<file path="src/rtl/game_collision_pkg.sv">
// Shared types and helpers for the collision scanner: FSM state encoding,
// pair-count function and the default immunity counter type.
package game_collision_pkg;

    typedef enum logic [1:0] {
        ST_IDLE = 2'd0,
        ST_SCAN = 2'd1,
        ST_DONE = 2'd2
    } scan_state_t;

    localparam int IMM_W_DEFAULT = 3;
    typedef logic [IMM_W_DEFAULT-1:0] imm_cnt_t;

    function automatic int num_pairs(input int n);
        return n * (n - 1) / 2;
    endfunction

endpackage

</file>
<file path="src/rtl/game_pair_overlap.sv">
// Combinational box-overlap test for one target pair (a, b).
// With GAME_COLLISION_AXIS_RESOLVE_EN the shallower penetration axis selects the flags.
module game_pair_overlap #(
    parameter int W_X = 10,
    parameter int W_Y = 9
) (
    input  logic [W_X-1:0] i_l_a,
    input  logic [W_X-1:0] i_r_a,
    input  logic [W_Y-1:0] i_t_a,
    input  logic [W_Y-1:0] i_b_a,
    input  logic [W_X-1:0] i_l_b,
    input  logic [W_X-1:0] i_r_b,
    input  logic [W_Y-1:0] i_t_b,
    input  logic [W_Y-1:0] i_b_b,
    output logic           o_overlap,
    output logic           o_flag_x,
    output logic           o_flag_y
);

    // Edges that merely touch do not overlap: all comparisons are strict.
    assign o_overlap = (i_l_a < i_r_b) && (i_r_a > i_l_b) &&
                       (i_t_a < i_b_b) && (i_b_a > i_t_b);

`ifdef GAME_COLLISION_AXIS_RESOLVE_EN
    localparam int W_D = (W_X > W_Y) ? W_X : W_Y;

    logic [W_X-1:0] w_min_r;
    logic [W_X-1:0] w_max_l;
    logic [W_Y-1:0] w_min_b;
    logic [W_Y-1:0] w_max_t;
    logic [W_D-1:0] w_dx;
    logic [W_D-1:0] w_dy;

    always_comb begin
        w_min_r  = (i_r_a < i_r_b) ? i_r_a : i_r_b;
        w_max_l  = (i_l_a > i_l_b) ? i_l_a : i_l_b;
        w_min_b  = (i_b_a < i_b_b) ? i_b_a : i_b_b;
        w_max_t  = (i_t_a > i_t_b) ? i_t_a : i_t_b;
        // Depths are only meaningful (non-negative) when o_overlap holds.
        w_dx     = W_D'(w_min_r - w_max_l);
        w_dy     = W_D'(w_min_b - w_max_t);
        o_flag_x = (w_dx <= w_dy);
        o_flag_y = (w_dy <= w_dx);
    end
`else
    assign o_flag_x = 1'b1;
    assign o_flag_y = 1'b1;
`endif

endmodule

</file>
<file path="src/rtl/game_collision_scanner.sv">
// Sequential pairwise bounding-box collision scanner with per-pair immunity.
// Optional axis resolution via the GAME_COLLISION_AXIS_RESOLVE_EN macro.
`ifndef N_TARGETS
`define N_TARGETS 4
`endif

module game_collision_scanner
    import game_collision_pkg::*;
#(
    parameter int N_TARGETS = `N_TARGETS,
    parameter int W_X       = $clog2(640),
    parameter int W_Y       = $clog2(480),
    parameter int IMM_W     = $bits(imm_cnt_t),
    parameter int IMM_SCANS = 3,
    localparam int P        = num_pairs(N_TARGETS),
    localparam int CNT_W    = $clog2(P + 1)
) (
    input  logic                          clk,
    input  logic                          rst,
    input  logic                          start,
    input  logic [N_TARGETS-1:0]          enable_targets,
    input  logic [N_TARGETS-1:0][W_X-1:0] sprite_left,
    input  logic [N_TARGETS-1:0][W_X-1:0] sprite_right,
    input  logic [N_TARGETS-1:0][W_Y-1:0] sprite_top,
    input  logic [N_TARGETS-1:0][W_Y-1:0] sprite_bottom,
    output logic                          busy,
    output logic                          done,
    output logic [N_TARGETS-1:0]          collide_x,
    output logic [N_TARGETS-1:0]          collide_y,
    output logic [CNT_W-1:0]              collision_count,
    output logic [1:0]                    dbg_state
);

    localparam int IDX_W  = $clog2(N_TARGETS);
    localparam int PAIR_W = (P > 1) ? $clog2(P) : 1;

    scan_state_t r_state;
    scan_state_t w_next_state;

    logic [N_TARGETS-1:0]          r_en;
    logic [N_TARGETS-1:0][W_X-1:0] r_left;
    logic [N_TARGETS-1:0][W_X-1:0] r_right;
    logic [N_TARGETS-1:0][W_Y-1:0] r_top;
    logic [N_TARGETS-1:0][W_Y-1:0] r_bottom;
    logic [IDX_W-1:0]              r_i;
    logic [IDX_W-1:0]              r_j;
    logic [PAIR_W-1:0]             r_pair;
    logic [IMM_W-1:0]              r_imm [P];
    logic [N_TARGETS-1:0]          r_acc_x;
    logic [N_TARGETS-1:0]          r_acc_y;
    logic [CNT_W-1:0]              r_acc_cnt;

    logic                 w_overlap;
    logic                 w_flag_x;
    logic                 w_flag_y;
    logic                 w_last;
    logic                 w_hit;
    logic [IMM_W-1:0]     w_imm_cur;
    logic [N_TARGETS-1:0] w_add_x;
    logic [N_TARGETS-1:0] w_add_y;
    logic [CNT_W-1:0]     w_cnt_next;

    game_pair_overlap #(
        .W_X (W_X),
        .W_Y (W_Y)
    ) u_pair_overlap (
        .i_l_a     (r_left[r_i]),
        .i_r_a     (r_right[r_i]),
        .i_t_a     (r_top[r_i]),
        .i_b_a     (r_bottom[r_i]),
        .i_l_b     (r_left[r_j]),
        .i_r_b     (r_right[r_j]),
        .i_t_b     (r_top[r_j]),
        .i_b_b     (r_bottom[r_j]),
        .o_overlap (w_overlap),
        .o_flag_x  (w_flag_x),
        .o_flag_y  (w_flag_y)
    );

    assign w_last    = (r_pair == PAIR_W'(P - 1));
    assign busy      = (r_state != ST_IDLE);
    assign done      = (r_state == ST_DONE);
    assign dbg_state = r_state;

    always_ff @(posedge clk or posedge rst) begin
        if (rst) r_state <= ST_IDLE;
        else     r_state <= w_next_state;
    end

    always_comb begin
        w_next_state = r_state;
        case (r_state)
            ST_IDLE: if (start) w_next_state = ST_SCAN;
            ST_SCAN: if (w_last) w_next_state = ST_DONE;
            ST_DONE: w_next_state = ST_IDLE;
            default: w_next_state = ST_IDLE;
        endcase
    end

    // A pair still under immunity is silenced regardless of overlap or enables.
    always_comb begin
        w_imm_cur = r_imm[r_pair];
        w_hit     = (w_imm_cur == '0) && r_en[r_i] && r_en[r_j] && w_overlap;
        w_add_x   = '0;
        w_add_y   = '0;
        if (w_hit && w_flag_x) begin
            w_add_x[r_i] = 1'b1;
            w_add_x[r_j] = 1'b1;
        end
        if (w_hit && w_flag_y) begin
            w_add_y[r_i] = 1'b1;
            w_add_y[r_j] = 1'b1;
        end
        w_cnt_next = r_acc_cnt + CNT_W'(w_hit);
    end

    always_ff @(posedge clk or posedge rst) begin
        if (rst) begin
            r_en            <= '0;
            r_left          <= '0;
            r_right         <= '0;
            r_top           <= '0;
            r_bottom        <= '0;
            r_i             <= '0;
            r_j             <= '0;
            r_pair          <= '0;
            r_acc_x         <= '0;
            r_acc_y         <= '0;
            r_acc_cnt       <= '0;
            collide_x       <= '0;
            collide_y       <= '0;
            collision_count <= '0;
            for (int p = 0; p < P; p++) r_imm[p] <= '0;
        end else begin
            case (r_state)
                ST_IDLE: begin
                    if (start) begin
                        r_en      <= enable_targets;
                        r_left    <= sprite_left;
                        r_right   <= sprite_right;
                        r_top     <= sprite_top;
                        r_bottom  <= sprite_bottom;
                        r_i       <= '0;
                        r_j       <= IDX_W'(1);
                        r_pair    <= '0;
                        r_acc_x   <= '0;
                        r_acc_y   <= '0;
                        r_acc_cnt <= '0;
                    end
                end
                ST_SCAN: begin
                    if (w_imm_cur != '0)
                        r_imm[r_pair] <= w_imm_cur - 1'b1;
                    else if (w_hit)
                        r_imm[r_pair] <= IMM_W'(IMM_SCANS);
                    r_acc_x   <= r_acc_x | w_add_x;
                    r_acc_y   <= r_acc_y | w_add_y;
                    r_acc_cnt <= w_cnt_next;
                    r_pair    <= r_pair + 1'b1;
                    // Results land together with the last pair so they are valid during done.
                    if (w_last) begin
                        collide_x       <= r_acc_x | w_add_x;
                        collide_y       <= r_acc_y | w_add_y;
                        collision_count <= w_cnt_next;
                    end else if (r_j == IDX_W'(N_TARGETS - 1)) begin
                        r_i <= r_i + 1'b1;
                        r_j <= r_i + IDX_W'(2);
                    end else begin
                        r_j <= r_j + 1'b1;
                    end
                end
                default: ;
            endcase
        end
    end

endmodule

</file>
<file path="config.mk">
export PLATFORM = sky130hd
export DESIGN_NAME = game_collision_scanner
export DESIGN_NICKNAME = d
export VERILOG_FILES = /design/src/rtl/game_collision_pkg.sv /design/src/rtl/game_pair_overlap.sv /design/src/rtl/game_collision_scanner.sv
export SDC_FILE = /design/constraint.sdc
export NUM_CORES = 1
export LEC_CHECK = 0
export ABC_AREA = 1
export BUFFER_PORTS_ARGS = -buffer_cell sky130_fd_sc_hd__buf_4
export CAP_MARGIN = 20
export CORE_MARGIN = 3
export CORE_UTILIZATION = 44
export DETAILED_ROUTE_END_ITERATION = 8
export PLACE_DENSITY = 0.75
export SLEW_MARGIN = 20
export SYNTH_ARGS = -nofsm -noshare
export SYNTH_HDL_FRONTEND = slang
export SYNTH_SLANG_ARGS = --single-unit
</file>
<file path="constraint.sdc">
create_clock -name clk -period 8.1 [get_ports clk]
set_input_delay 1.62 -clock clk [delete_from_list [all_inputs] [get_ports clk]]
set_output_delay 1.62 -clock clk [all_outputs]
set_load 0.02 [all_outputs]
</file>
Word level (Yosys, flattened, before mapping)
Cells that the tools add are included.

operators by class
  $add $sub $neg = 6
  magnitude comparators = 10
  equality and inequality tests = 8
  multiplexer cells = 49
  bitwise logic cells = 7
  reduce and logical (&&, ||, !) cells = 22

operators with widths
  cell                                           number
  binary-select mux 10 bit (select 2 bit)        4
  binary-select mux 9 bit (select 2 bit)         4
  2-to-1 mux 10 bit                              4
  2-to-1 mux 18 bit                              2
  2-to-1 mux 9 bit                               4
  bitwise mux 18 bit                             1
  case mux 4 bit (2 select lines)                2
  2-to-1 mux 2 bit                               7
  2-to-1 mux 3 bit                               4
  bitwise OR 12 bit                              1
  bitwise OR 4 bit                               3
  case mux 2 bit (2 select lines)                3
  case mux 3 bit (2 select lines)                2
  > comparator 10 bit                            1
  < comparator 10 bit                            1
  AND reduction 2 bit                            5
  binary-select mux 3 bit (select 3 bit)         1
  demux 3 bit (select 3 bit)                     1
  > comparator 9 bit                             1
  logical AND 1 bit                              9
  < comparator 9 bit                             1
  2-to-1 mux 4 bit                               2
  inequality test 2 bit (second input constant)  4
  bitwise AND 6 bit                              1
  23 further kinds                               34

storage, ports and cells
  flip-flop bits (word level) = 205
  bits of input ports = 159
  output and inout port bits = 15
  word-level logic and storage cells = 135

Longest topological paths before layout
Gate-level depths: netlist of run 1.

  depth in word-level cells = 11
  mapped depth = 21
  mapped depth without buffers = 21

Modules after synthesis
From an unflattened synthesis of run 1, not the netlist that was laid out.

unflattened totals
  cell total of the unflattened synthesis = 1608
  area total of the unflattened synthesis = 11703.7 um^2

by module, submodules not included
  module                  times used  cells an instance  area each (um^2)  seq. area each (um^2)
  game_collision_scanner  1           1438               10677.7           5129.9
  game_pair_overlap       1           170                1026.0            0.0

Worst setup path before layout of run 1
OpenSTA, ideal clock, no wires.

  kind = reg-to-reg
  start = register r_j[0]
  end = register r_acc_cnt[2]
  setup time = 0.121 ns
  arrival time = 3.149 ns
  data required time = 7.979 ns
  path slack = 4.830 ns
  cell stages (with the launch flop) = 19
  buffers on the path = 3
  period minus slack after synthesis = 3.270 ns
  cell sequence = dfrtp_1 buf_2 clkbuf_1 clkbuf_1 nand2_1 a32o_1 ha_1 nand2_1 nor2_1 a21boi_0 nor2_1 nand2_1 nor2_1 nand4_1 inv_1 ha_1 ha_1 xor2_1 a22o_1

on the way
  longest elaborated chain between the ends = 9
  elaborated cells between the ends (all ways) = 21
  classes of those cells = add/sub: 1; order compare: 4; mux: 11; reduce/logical: 5

RTL lines
  what                                                               line                                                        source
  start: declaration                                                 game_collision_scanner.sv:46                                logic [IDX_W-1:0] r_j;
  start signal: assignment                                           game_collision_scanner.sv:167                               r_j <= r_i + IDX_W'(2);
  start signal: assignment                                           game_collision_scanner.sv:169                               r_j <= r_j + 1'b1;
  binary-select mux 10 bit (select 2 bit) (on tied branches)         game_collision_scanner.sv:72, game_collision_scanner.sv:71
  2-to-1 mux 10 bit (on tied branches)                               game_collision_scanner.sv:72, game_collision_scanner.sv:71
  < comparator 10 bit / > comparator 10 bit (equally long branches)  game_pair_overlap.sv:21                                     assign o_overlap = (i_l_a < i_r_b) && (i_r_a > i_l_b) &&
  logical AND 1 bit (2 in a row)                                     game_pair_overlap.sv:21
  logical AND 1 bit                                                  game_pair_overlap.sv:22                                     (i_t_a < i_b_b) && (i_b_a > i_t_b);
  logical AND 1 bit *                                                game_collision_scanner.sv:103                               w_hit = (w_imm_cur == '0) && r_en[r_i] && r_en[r_j] && w_overlap;
  adder 3 x 1 -> 3 bit *                                             game_collision_scanner.sv:114                               w_cnt_next = r_acc_cnt + CNT_W'(w_hit);
  case mux 3 bit (2 select lines) *                                  game_collision_scanner.sv:135                               case (r_state)
  end signal: assignment                                             game_collision_scanner.sv:158                               r_acc_cnt <= w_cnt_next;
  end: declaration                                                   game_collision_scanner.sv:51                                logic [CNT_W-1:0] r_acc_cnt;

Every way passes the cells marked *; elsewhere a longest branch is shown, timed or not. The select of a mux whose other input is x is not followed.
A chain may end at the register's enable or synchronous reset.

Worst setup path after layout of run 1
  start = register r_j[1]
  end = register r_acc_cnt[2]

The elaborated chain is that of the path after synthesis.

==> summary.md, run 1 <==
| Metric | Value |
|---|---|
| Shortest period the worst path allows | `4.061 ns` |
| Clock Skew | `0.01486 ns` |
| Detailed-route wire length | `between 30 and 40 mm` |
| Via count of the first global-routing pass | `10417` |
| Maximum number of pins on one net before global-route repair | `131` |
| Share of synthesized area occupied by flip-flops and latches | `about 44%` |
| Number of I/O pins | `between 150 and 200` |
| DRT Pass-1 Iters | `6` |
| Peak VDD IR | `0.2357 mV` |
| Yosys top cell area share | `44.47%` |
| Detail Placement HPWL | `22.96 mm` |
| Total routing resource utilization after global routing | `22.82%` |
| Leakage | `7.099 nW` |
| Count of state elements after synthesis | `205` |
| Average routed wire per standard cell | `16.07 um` |
| Endpoint type of the worst setup path | `flip-flop` |
| Floorplan row count | `58` |
| Cts hold-fix bufs | `0` |
| Clock Tree Root | `sky130_fd_sc_hd__clkbuf_16` |
| WP data required | `8.51 ns` |
| Area of the core | `25470 sq um` |
| Grt met2 use | `35.41%` |
| Share of final-layout standard cells stronger than drive strength 1 | `13.68%` |
| CP Launch Type | `flip-flop` |
| Number of instances in the synthesized netlist | `around 1600` |
| Vert. Die Dim | `167.9 um` |
| PnR Total Power | `0.006075 W` |
| Highest clock rate | `0.2462 GHz` |
| Post-synthesis area per instance | `approximately 7 sq um` |
| Post-Place Setup Slack | `around 4.1 ns` |
| End of the worst register-to-register path | `r_acc_cnt[2]` |
| Endpoints failing hold | `0` |
| 1st-iter DRT viols | `1185` |
| Crit path max-delay cell type | `sky130_fd_sc_hd__clkinv_1` |
| CTS Buf Count | `23` |
| Maximum root-to-sink buffer count | `3` |
| Ordered list of cells on the worst path | `buf_4, clkinv_1, buf_4, a32o_1, ha_1, nand2_1, nor2_1, inv_1, a21oi_1, nor2_1, nor2_1, nand4_1, inv_1, ha_1, ha_1, xor2_1, a22o_1` |
| Layout overhead on the synthesized area | `18.86%` |
| Total grt overflow | `0` |
| Quantity of gates resized following cts | `0` |
| Sum of negative setup slack | `0 ns` |
| Number of setup violations in the final report | `0` |
| Worst-path fanout max | `34` |
| DR vias/cell | `5.393` |
| Depth of the worst hold-timing path | `2` |
| Post-layout worst setup margin | `4.039 ns` |
| Reg2Reg Depth | `17` |
| Final worst-path cycle share | `50.14%` |
| Commonest non-fill, non-tap cells in the layout | `sky130_fd_sc_hd__nand2_1 (635), sky130_fd_sc_hd__dfrtp_1 (203), sky130_fd_sc_hd__buf_4 (183)` |
| Share of the core filled with cells in the final layout | `53.83%` |
| Worst Setup Path Type | `reg -> reg` |
| Die width | `167.9 um` |
| Overall die area | `28200 sq um` |
| Mapped Area | `11540 sq um` |
| Global-route wire length before repair | `53.41 mm` |
| Longest individual stage delay on the worst path | `0.58 ns` |
| CP startpoint | `r_j[1]` |
| CTS tree | `done` |
| Number of nets produced by synthesis | `between 1500 and 2000` |
| Clock edge transition at the registers on the reported setup and hold paths | `about 0.06 ns` |
| Remaining design rule violation count | `0` |
| Initial antenna violation count | `0` |
| Count of clock tree sinks | `between 200 and 250` |
| Max Cap Viol | `0` |
| Arr. time, crit path | `4.47 ns` |
| Most common library cell in the layout ignoring fill and taps | `sky130_fd_sc_hd__nand2_1` |
| Worst-case hold path end point | `r_imm[11]` |
| Total power density per cell area | `443.1 nW/um^2` |
| Starting density of the core | `between 40 and 50%` |
| Transition time at the pin with the least slew margin | `1.032 ns` |
| Leading area contributor after synthesis | `sky130_fd_sc_hd__dfrtp_1` |
| Worst rel slew slack | `a little under a third` |
| Most area-consuming cells after synthesis | `sky130_fd_sc_hd__dfrtp_1 (44%), sky130_fd_sc_hd__nand2_1 (21%), sky130_fd_sc_hd__o21ai_0 (7.7%)` |
| Unique cell type count in the Yosys netlist | `34` |
| Routed vias | `approximately 11000` |
| Unrepaired setup endpoints after global routing | `false` |
| Clock H-tree levels | `1` |
| Worst-case register-to-register setup slack | `just over 4 ns` |
| Origin of the critical flop-to-flop path | `r_j[1]` |
| Port buffer count | `173` |
| Launch point of the worst hold path | `r_imm[11]` |
| Worst hold slack | `0.4719 ns` |
| Layer with the highest usage | `met2` |
| Status | `finished clean` |
| Count of nets after finishing | `1926` |
| Diodes inserted | `0` |
| Number of nets with antenna violations after routing | `0` |
| Kind of path behind the tightest hold check | `reg -> reg` |
| Clk Latency, worst-skew pair | `0.52 ns` |
| Final RePlAce weighted congestion | `0.9206` |
| Setup repair bufs after CTS | `0` |
| Met3 track demand over resource in global routing | `3.780%` |
| Warning count from the yosys run | `0` |
| Met1 demand-to-capacity share in global routing | `between 30 and 40%` |
| Final Max Slew Viols | `0` |
==> routing by layer <==
layer,share of wire [%],vias up
met5,0,-
met4,2.7,0
met3,7.9,51
met2,45,471
met1,44,5185
li1,-,5418
==> worst max path at each step <==
stage	cells after the start	end	slack, ns
after floorplan	1	collide_x[0]	0.88
after global placement	6	r_right[2]	4.21
after detailed placement	17	r_acc_cnt[2]	4.10
after CTS	17	r_acc_cnt[2]	4.08
after global routing	18	collision_count[2]	3.71
final	17	r_acc_cnt[2]	4.04
==> stage by stage <==
stage | std cells | instance area (sq um)
5_1_grt | 2063 | 13710
2_1_floorplan | 1603 | 11540
6_report | 2063 | 13710
3_5_place_dp | 2022 | 12950
3_3_place_gp | 2022 | 12950
4_1_cts | 2063 | 13710
==> power breakdown <==
part / internal [W] / switching [W]
sequential: 0.00148 / 0.000391
clock: 0.000636 / 0.000418
combinational: 0.00110 / 0.00205
total: 0.00321 / 0.00286
==> area by class of cell <==
type	instances	area, sq um
clock inverter	11	136.4
clock buffer	30	621.8
multi-input combinational	1213	5680
tap	330	412.9
inverter	91	354.1
sequential	205	5132
fill	2393	11760
timing repair buffer	183	1374
==> worst max-delay path: cells and delay by family (launching register included) <==
family                     cells  cell delay, ns
DFF                            1            0.32
AOI/OAI and AO/OA              3            0.67
buffers and inverters          5            1.62
and+or+nand+nor                5            0.63
xor gates and xnor gates       1            0.08
adders and majority gates      3            0.62
==> logic make-up (layout without fill, tap and decap cells) <==
group	Yosys count	count (layout)	synth area share [%]
and+or+nand+nor	840	840	28.49
adders and majority gates	50	50	5.423
xor gates and xnor gates	1	1	0.07594
buffers and inverters	185	315	6.356
DFF	205	205	44.47
AOI/OAI and AO/OA	322	322	15.18
==> cell usage after synthesis <==
| library cell | number |
|---|---|
| sky130_fd_sc_hd__o21bai_1 | 1 |
| sky130_fd_sc_hd__nor3_1 | 4 |
| sky130_fd_sc_hd__buf_6 | 2 |
| sky130_fd_sc_hd__clkbuf_1 | 70 |
| sky130_fd_sc_hd__o211ai_1 | 1 |
| sky130_fd_sc_hd__a21boi_0 | 1 |
| sky130_fd_sc_hd__buf_1 | 7 |
| sky130_fd_sc_hd__nand3_1 | 26 |
| sky130_fd_sc_hd__inv_2 | 4 |
| sky130_fd_sc_hd__or2_2 | 5 |
| sky130_fd_sc_hd__o21a_1 | 1 |
| sky130_fd_sc_hd__nand2_1 | 636 |
| sky130_fd_sc_hd__ha_1 | 50 |
| sky130_fd_sc_hd__nand4_1 | 22 |
| sky130_fd_sc_hd__a22o_1 | 1 |
| sky130_fd_sc_hd__xor2_1 | 1 |
| sky130_fd_sc_hd__o22ai_1 | 41 |
| sky130_fd_sc_hd__clkinv_1 | 1 |
| sky130_fd_sc_hd__a221oi_1 | 1 |
| sky130_fd_sc_hd__nor2_1 | 141 |
| sky130_fd_sc_hd__a31oi_1 | 1 |
| sky130_fd_sc_hd__o21ai_0 | 177 |
| sky130_fd_sc_hd__a21o_1 | 1 |
| sky130_fd_sc_hd__nand2_2 | 1 |
| sky130_fd_sc_hd__dfrtp_1 | 205 |
| sky130_fd_sc_hd__a22oi_1 | 5 |
| sky130_fd_sc_hd__inv_1 | 86 |
| sky130_fd_sc_hd__buf_4 | 2 |
| sky130_fd_sc_hd__nand3b_1 | 2 |
| sky130_fd_sc_hd__nor3_2 | 1 |
| sky130_fd_sc_hd__buf_2 | 13 |
| sky130_fd_sc_hd__a32o_1 | 11 |
| sky130_fd_sc_hd__a21oi_1 | 80 |
| sky130_fd_sc_hd__nand3_2 | 2 |
==> flip-flops by register name, indices dropped and copies added (netlist names), 18 cells and up <==
signal    count
r_bottom     36
r_left       40
r_imm        18
r_right      40
r_top        36
Note: power is estimated with default switching activity, not from simulation.
==> run 2: changes to the inputs <==
PLACE_DENSITY = 0.78   (was 0.75)
clock period = 3.5 ns   (was 8.1 ns; I/O delays follow)
==> summary.md, run 2 (synthesis results as in run 1) <==
| Metric | Value |
|---|---|
| Status | `finished clean (unchanged)` |
| Longest individual stage delay on the worst path | `0.43 ns (was 0.58 ns)` |
| Final RePlAce weighted congestion | `0.9161 (was 0.9206)` |
| Sum of negative setup slack | `0 ns (unchanged)` |
| Leakage | `7.220 nW (was 7.099 nW)` |
| Ordered list of cells on the worst path | `clkinv_2, buf_4, nand2_1, a32o_1, ha_1, nand2_1, nor2_1, a21boi_0, nor2_1, nand2_1, nor2_1, nand4_1, inv_2, ha_1, ha_1, xor2_1, a22o_1 (was buf_4, clkinv_1, buf_4, a32o_1, ha_1, nand2_1, nor2_1, inv_1, a21oi_1, nor2_1, nor2_1, nand4_1, inv_1, ha_1, ha_1, xor2_1, a22o_1)` |
| Shortest period the worst path allows | `3.297 ns (was 4.061 ns)` |
| Worst hold slack | `0.2360 ns (was 0.4719 ns)` |
| Unrepaired setup endpoints after global routing | `false (unchanged)` |
| Share of final-layout standard cells stronger than drive strength 1 | `15.23% (was 13.68%)` |
| Area of combinational cells with multiple inputs | `5704 sq um (was 5680 sq um)` |
| Number of nets with antenna violations after routing | `0 (unchanged)` |
| Transition time at the pin with the least slew margin | `0.7386 ns (was 1.032 ns)` |
| Final worst-path cycle share | `94.19% (was 50.14%)` |
| CP Launch Type | `flip-flop (unchanged)` |
| Vert. Die Dim | `167.9 um (unchanged)` |
| Most common library cell in the layout ignoring fill and taps | `sky130_fd_sc_hd__nand2_1 (unchanged)` |
| WP data required | `3.89 ns (was 8.51 ns)` |
| Sequential cell area | `5135 sq um (was 5132 sq um)` |
| Worst-case register-to-register setup slack | `0.20 ns (was 4.04 ns)` |
| Port buffer count | `173 (unchanged)` |
| Routed vias | `11263 (was 11125)` |
| Worst rel slew slack | `50.76% (was 31.07%)` |
| Peak VDD IR | `0.5006 mV (was 0.2357 mV)` |
| Fillers | `2374 (was 2393)` |
| Average routed wire per standard cell | `15.93 um (was 16.07 um)` |
| Worst-path fanout max | `18 (was 34)` |
| Arr. time, crit path | `3.69 ns (was 4.47 ns)` |
| Starting density of the core | `45.29% (unchanged)` |
| Floorplan row count | `58 (unchanged)` |
| Total power density per cell area | `1024 nW/um^2 (was 443.1 nW/um^2)` |
| Count of clock tree sinks | `205 (unchanged)` |
| Final Max Slew Viols | `0 (unchanged)` |
| Total routing resource utilization after global routing | `22.66% (was 22.82%)` |
| Number of setup violations in the final report | `0 (unchanged)` |
| DR vias/cell | `5.407 (was 5.393)` |
| Crit path max-delay cell type | `sky130_fd_sc_hd__dfrtp_2 (was sky130_fd_sc_hd__clkinv_1)` |
| Worst Setup Path Type | `reg -> reg (unchanged)` |
| Detail Placement HPWL | `23.33 mm (was 22.96 mm)` |
| Origin of the critical flop-to-flop path | `r_j[0] (was r_j[1])` |
| Setup repair bufs after CTS | `0 (unchanged)` |
| Clock H-tree levels | `1 (unchanged)` |
| CP startpoint | `r_j[0] (was r_j[1])` |
| Clock Tree Root | `sky130_fd_sc_hd__clkbuf_16 (unchanged)` |
| Clock edge transition at the registers on the reported setup and hold paths | `0.06 ns (about the same)` |
| Post-route standard cell area excluding fillers | `13990 sq um (was 13710 sq um)` |
| Detailed-route wire length | `33.17 mm (was 33.15 mm)` |
| Count of nets after finishing | `1946 (was 1926)` |
| Clock Skew | `0.01367 ns (was 0.01486 ns)` |
| Layout overhead on the synthesized area | `21.24% (was 18.86%)` |
| Standard cell area after detailed placement | `13160 sq um (was 12950 sq um)` |
| Highest clock rate | `0.3033 GHz (was 0.2462 GHz)` |
| Cell total after placement | `2042 (was 2022)` |
| Total grt overflow | `0 (unchanged)` |
| Endpoint type of the worst setup path | `flip-flop (unchanged)` |
| Fin cells | `2083 (was 2063)` |
| CTS Buf Count | `23 (unchanged)` |
| CTS tree | `done (unchanged)` |
| Post-layout worst setup margin | `0.2032 ns (was 4.039 ns)` |
| Diodes inserted | `0 (unchanged)` |
| Via count of the first global-routing pass | `10497 (was 10417)` |
| 1st-iter DRT viols | `1137 (was 1185)` |
| Kind of path behind the tightest hold check | `in -> async (was reg -> reg)` |
| Max Cap Viol | `0 (unchanged)` |
| Global-route wire length before repair | `53.25 mm (was 53.41 mm)` |
| Endpoints failing hold | `0 (unchanged)` |
| Commonest non-fill, non-tap cells in the layout | `sky130_fd_sc_hd__nand2_1 (634), sky130_fd_sc_hd__dfrtp_1 (201), sky130_fd_sc_hd__buf_4 (196) (was sky130_fd_sc_hd__nand2_1 (635), sky130_fd_sc_hd__dfrtp_1 (203), sky130_fd_sc_hd__buf_4 (183))` |
| DRT Pass-1 Iters | `6 (unchanged)` |
| Post-Place Setup Slack | `0.2352 ns (was 4.101 ns)` |
| Area of the core | `25470 sq um (unchanged)` |
| Overall die area | `28200 sq um (unchanged)` |
| Die width | `167.9 um (unchanged)` |
| Number of I/O pins | `174 (unchanged)` |
| Maximum root-to-sink buffer count | `3 (unchanged)` |
| Remaining design rule violation count | `0 (unchanged)` |
| Initial antenna violation count | `0 (unchanged)` |
| Maximum number of pins on one net before global-route repair | `192 (was 131)` |
| Largest registers | `r_left (40), r_right (40) (unchanged)` |
| Clk Latency, worst-skew pair | `0.51 ns (was 0.52 ns)` |
[run 2: metal layers]
| metal | vias to the layer above | wire [um] | global-route usage [%] | share of wire (%) |
|---|---|---|---|---|
| met1 | 5186 | 14880 | 33.52 | 45 |
| met3 | 73 | 2696 | 3.170 | 8.1 |
| li1 | 5466 | - | - | - |
| met5 | - | 0 | 0 | 0 |
| met2 | 538 | 14610 | 34.64 | 44 |
| met4 | 0 | 990 | 7.115 | 3.0 |
[run 2: where the power goes]
part,internal (W),total (W),leakage [nW],switching (W)
combinational,0.00272,0.00750,4.26,0.00477
clock,0.00149,0.00246,0.377,0.000976
sequential,0.00342,0.00435,2.58,0.000932
total,0.00763,0.0143,7.22,0.00668
[run 2: worst paths after layout]
path,end,depth (start not counted)
worst min-delay path,r_acc_y[0],2
worst max register to register,r_acc_cnt[2],17
worst max-delay path,r_acc_cnt[2],17
worst min register to register,r_imm[2],2
min in group clk,r_left[23],3
max in group asynchronous,r_top[22],3
[run 2: stage by stage]
| step | utilization [%] | total power (W) |
|---|---|---|
| 3_3_place_gp | 51.67 | 0.01143 |
| 4_1_cts | 54.77 | 0.01422 |
| 3_5_place_dp | 51.67 | 0.01167 |
| 2_1_floorplan | - | 0.009518 |
| 6_report | 54.91 | 0.01432 |
| 5_1_grt | 54.91 | 0.01561 |
[run 2: timing repair]
action,in CTS,in global routing
resized for setup,0,11
setup endpoints to repair,0,21
hold buffers,0,0
endpoints found under the hold margin,0,0
[run 2: area by class of cell]
type / count / share of cell area (%)
multi-input cells: 1213 / 40.79
clock buffers: 31 / 4.759
clock inverters: 10 / 0.8946
inverters: 91 / 2.496
flip-flops and latches: 205 / 36.71
well taps: 330 / 2.952
repair buffers: 203 / 11.40
[run 2: critical path: cells and delay by family (launching register included)]
kind / cells / cell delay (ns)
compound gates: 3 / 0.67
xor+xnor: 1 / 0.17
fa+ha+maj: 3 / 0.74
buf+inv: 3 / 0.51
flops: 1 / 0.43
simple gates: 7 / 0.68
==> run 3: changes to the inputs <==
--- a/config.mk
+++ b/config.mk
@@ -13,5 +13,5 @@
 export DETAILED_ROUTE_END_ITERATION = 8
 export PLACE_DENSITY = 0.78
-export SLEW_MARGIN = 20
+export SLEW_MARGIN = 0
 export SYNTH_ARGS = -nofsm -noshare
 export SYNTH_HDL_FRONTEND = slang
==> constraint.sdc (replaced) <==
create_clock -name clk -period 3.5 [get_ports clk]
set_input_delay 0.525 -clock clk [delete_from_list [all_inputs] [get_ports clk]]
set_output_delay 0.525 -clock clk [all_outputs]
set_load 0.02 [all_outputs]
==> summary.md, run 3 (synthesis results as in run 1) <==
| Metric | Value |
|---|---|
| Unrepaired setup endpoints after global routing | `false (unchanged)` |
| Area of the core | `25470 sq um (unchanged)` |
| Origin of the critical flop-to-flop path | `r_pair[1] (was r_j[0])` |
| Floorplan row count | `58 (unchanged)` |
| Global-route wire length before repair | `53.45 mm (was 53.25 mm)` |
| Fillers | `2344 (was 2374)` |
| Number of setup violations in the final report | `0 (unchanged)` |
| WP data required | `3.88 ns (was 3.89 ns)` |
| Sum of negative setup slack | `0 ns (unchanged)` |
| Clock Tree Root | `sky130_fd_sc_hd__clkbuf_16 (unchanged)` |
| DR vias/cell | `5.388 (was 5.407)` |
| Clk Latency, worst-skew pair | `0.51 ns (about the same)` |
| Cts hold-fix bufs | `0 (unchanged)` |
| Diodes inserted | `0 (unchanged)` |
| Cell occurring most often along the worst timing path | `sky130_fd_sc_hd__ha_1` |
| Vert. Die Dim | `167.9 um (unchanged)` |
| Largest registers | `r_left (40), r_right (40) (unchanged)` |
| Clock Skew | `0.02095 ns (was 0.01367 ns)` |
| Most common library cell in the layout ignoring fill and taps | `sky130_fd_sc_hd__nand2_1 (unchanged)` |
| Standard cell area after detailed placement | `13170 sq um (was 13160 sq um)` |
| Worst rel slew slack | `40.19% (was 50.76%)` |
| Worst-case register-to-register setup slack | `0.27 ns (was 0.20 ns)` |
| Remaining design rule violation count | `0 (unchanged)` |
| Routed vias | `11212 (was 11263)` |
| Reg2Reg Depth | `19 (was 17)` |
| Post-Place Setup Slack | `0.1915 ns (was 0.2352 ns)` |
| Starting density of the core | `45.29% (unchanged)` |
| Max Cap Viol | `0 (unchanged)` |
| End of the worst register-to-register path | `r_acc_cnt[2] (unchanged)` |
| Status | `finished clean (unchanged)` |
| DRT Pass-1 Iters | `6 (unchanged)` |
| Peak VDD IR | `0.6123 mV (was 0.5006 mV)` |
| Worst-path fanout max | `4 (was 18)` |
| Endpoints failing hold | `0 (unchanged)` |
| Post-route standard cell area excluding fillers | `13990 sq um (about the same)` |
| Count of nets after finishing | `1944 (was 1946)` |
| Grt met2 use | `35.66% (was 34.64%)` |
| Setup crit end | `r_acc_cnt[2] (unchanged)` |
| Number of nets with antenna violations after routing | `0 (unchanged)` |
| Endpoint type of the worst setup path | `flip-flop (unchanged)` |
| Die width | `167.9 um (unchanged)` |
| Ordered list of cells on the worst path | `buf_4, nor3_1, nand2_1, nand4_1, a221oi_1, ha_1, ha_1, inv_2, nor3_2, nand3b_1, nor2_1, nand2_1, nor2_1, nand4_1, inv_2, ha_1, ha_1, xor2_1, a22o_1 (was clkinv_2, buf_4, nand2_1, a32o_1, ha_1, nand2_1, nor2_1, a21boi_0, nor2_1, nand2_1, nor2_1, nand4_1, inv_2, ha_1, ha_1, xor2_1, a22o_1)` |
| Detailed-route wire length | `33.28 mm (was 33.17 mm)` |
| Commonest non-fill, non-tap cells in the layout | `sky130_fd_sc_hd__nand2_1 (635), sky130_fd_sc_hd__dfrtp_1 (200), sky130_fd_sc_hd__buf_4 (190) (was sky130_fd_sc_hd__nand2_1 (634), sky130_fd_sc_hd__dfrtp_1 (201), sky130_fd_sc_hd__buf_4 (196))` |
| CTS Buf Count | `22 (was 23)` |
| Detail Placement HPWL | `22.96 mm (was 23.33 mm)` |
| Worst hold slack | `0.2035 ns (was 0.2360 ns)` |
| CP Launch Type | `flip-flop (unchanged)` |
| Total power density per cell area | `1021 nW/um^2 (was 1024 nW/um^2)` |
| Shortest period the worst path allows | `3.229 ns (was 3.297 ns)` |
| 1st-iter DRT viols | `1293 (was 1137)` |
| Total grt overflow | `0 (unchanged)` |
| Layout overhead on the synthesized area | `21.26% (was 21.24%)` |
| Leakage | `7.221 nW (was 7.220 nW)` |
| Clock H-tree levels | `1 (unchanged)` |
| Count of clock tree sinks | `205 (unchanged)` |
| CTS tree | `done (unchanged)` |
| CP startpoint | `r_pair[1] (was r_j[0])` |
| Layer with the highest usage | `met2 (unchanged)` |
| Maximum number of pins on one net before global-route repair | `192 (unchanged)` |
| Maximum root-to-sink buffer count | `3 (unchanged)` |
| Average routed wire per standard cell | `15.99 um (was 15.93 um)` |
| Port buffer count | `173 (unchanged)` |
| Post-layout worst setup margin | `0.2711 ns (was 0.2032 ns)` |
| Via count of the first global-routing pass | `10568 (was 10497)` |
| Transition time at the pin with the least slew margin | `0.8953 ns (was 0.7386 ns)` |
| Highest clock rate | `0.3097 GHz (was 0.3033 GHz)` |
| Clock edge transition at the registers on the reported setup and hold paths | `0.06 ns (about the same)` |
| Met1 demand-to-capacity share in global routing | `33.36% (was 33.52%)` |
| Final RePlAce weighted congestion | `0.9179 (was 0.9161)` |
| Number of I/O pins | `174 (unchanged)` |
| Worst Setup Path Type | `reg -> reg (unchanged)` |
| Met3 track demand over resource in global routing | `3.193% (was 3.170%)` |
| Share of final-layout standard cells stronger than drive strength 1 | `14.85% (was 15.23%)` |
| Final worst-path cycle share | `92.25% (was 94.19%)` |
| Total routing resource utilization after global routing | `22.69% (was 22.66%)` |
| Overall die area | `28200 sq um (unchanged)` |
| Longest individual stage delay on the worst path | `0.44 ns (was 0.43 ns)` |
| Kind of path behind the tightest hold check | `in -> reg (was in -> async)` |
| Arr. time, crit path | `3.61 ns (was 3.69 ns)` |
| Crit path max-delay cell type | `sky130_fd_sc_hd__dfrtp_2 (unchanged)` |
| Final Max Slew Viols | `0 (unchanged)` |
| Initial antenna violation count | `0 (unchanged)` |
run 3: cell count changes in the layout (fill, tap and decap cells not counted), sizes merged:
cell and delta:
buf -2, bufinv -1, clkbuf +2, clkinvlp -2, inv +1
run 3: layout make-up:
type	count	area [sq um]	share of cell area, %
Sequential cell	205	5136	36.72
Timing Repair Buffer	202	1679	12.00
Clock buffer	32	649.4	4.642
Multi-Input combinational cell	1213	5690	40.68
Inverter	91	350.3	2.504
Clock inverter	8	70.07	0.5009
Tap cell	330	412.9	2.952
run 3: worst min-delay path by stage:
| stage | from | endpoint | slack (ns) | cells past startpoint |
|---|---|---|---|---|
| after floorplan | r_imm[11] | r_imm[11] | 0.44 | 2 |
| after global placement | r_imm[2] | r_imm[2] | 0.46 | 2 |
| after detailed placement | r_imm[5] | r_imm[5] | 0.47 | 2 |
| after CTS | sprite_top[25] | r_top[25] | 0.19 | 3 |
| after global routing | sprite_top[13] | r_top[13] | 0.19 | 3 |
| final | sprite_top[25] | r_top[25] | 0.20 | 3 |
run 3: metrics by stage:
step	instances	total power, W	util, %
finish	2081	0.01428	54.92
global route	2081	0.01562	54.92
CTS	2075	0.01412	54.53
detailed placement	2035	0.01172	51.70
global placement	2035	0.01148	51.70
floorplan	1603	0.009518	-
run 3: layer usage:
layer  up-vias  share of wire, %
li1       5456                 -
met1      5229                44
met2       463                46
met3        64               8.2
met4         0               2.4
met5         -                 0
run 3: what timing repair did:
item | in CTS | in global routing
buffers inserted | 0 | 5
setup endpoints to repair | 0 | 22
resized for setup | 0 | 9
run 3: report_power, final:
part / switching [W] / internal, W
sequential: 0.000926 / 0.00342
combinational: 0.00481 / 0.00281
clock: 0.000956 / 0.00136
run 3: critical path, delay by kind of cell (launching register included):
kind	cells	cell delay, ns
AO/OA/AOI/OAI	2	0.29
XOR/XNOR	1	0.17
adder cells (fa/ha/maj)	4	0.81
buffers and inverters	3	0.32
flip-flops	1	0.44
AND/OR/NAND/NOR	9	1.07
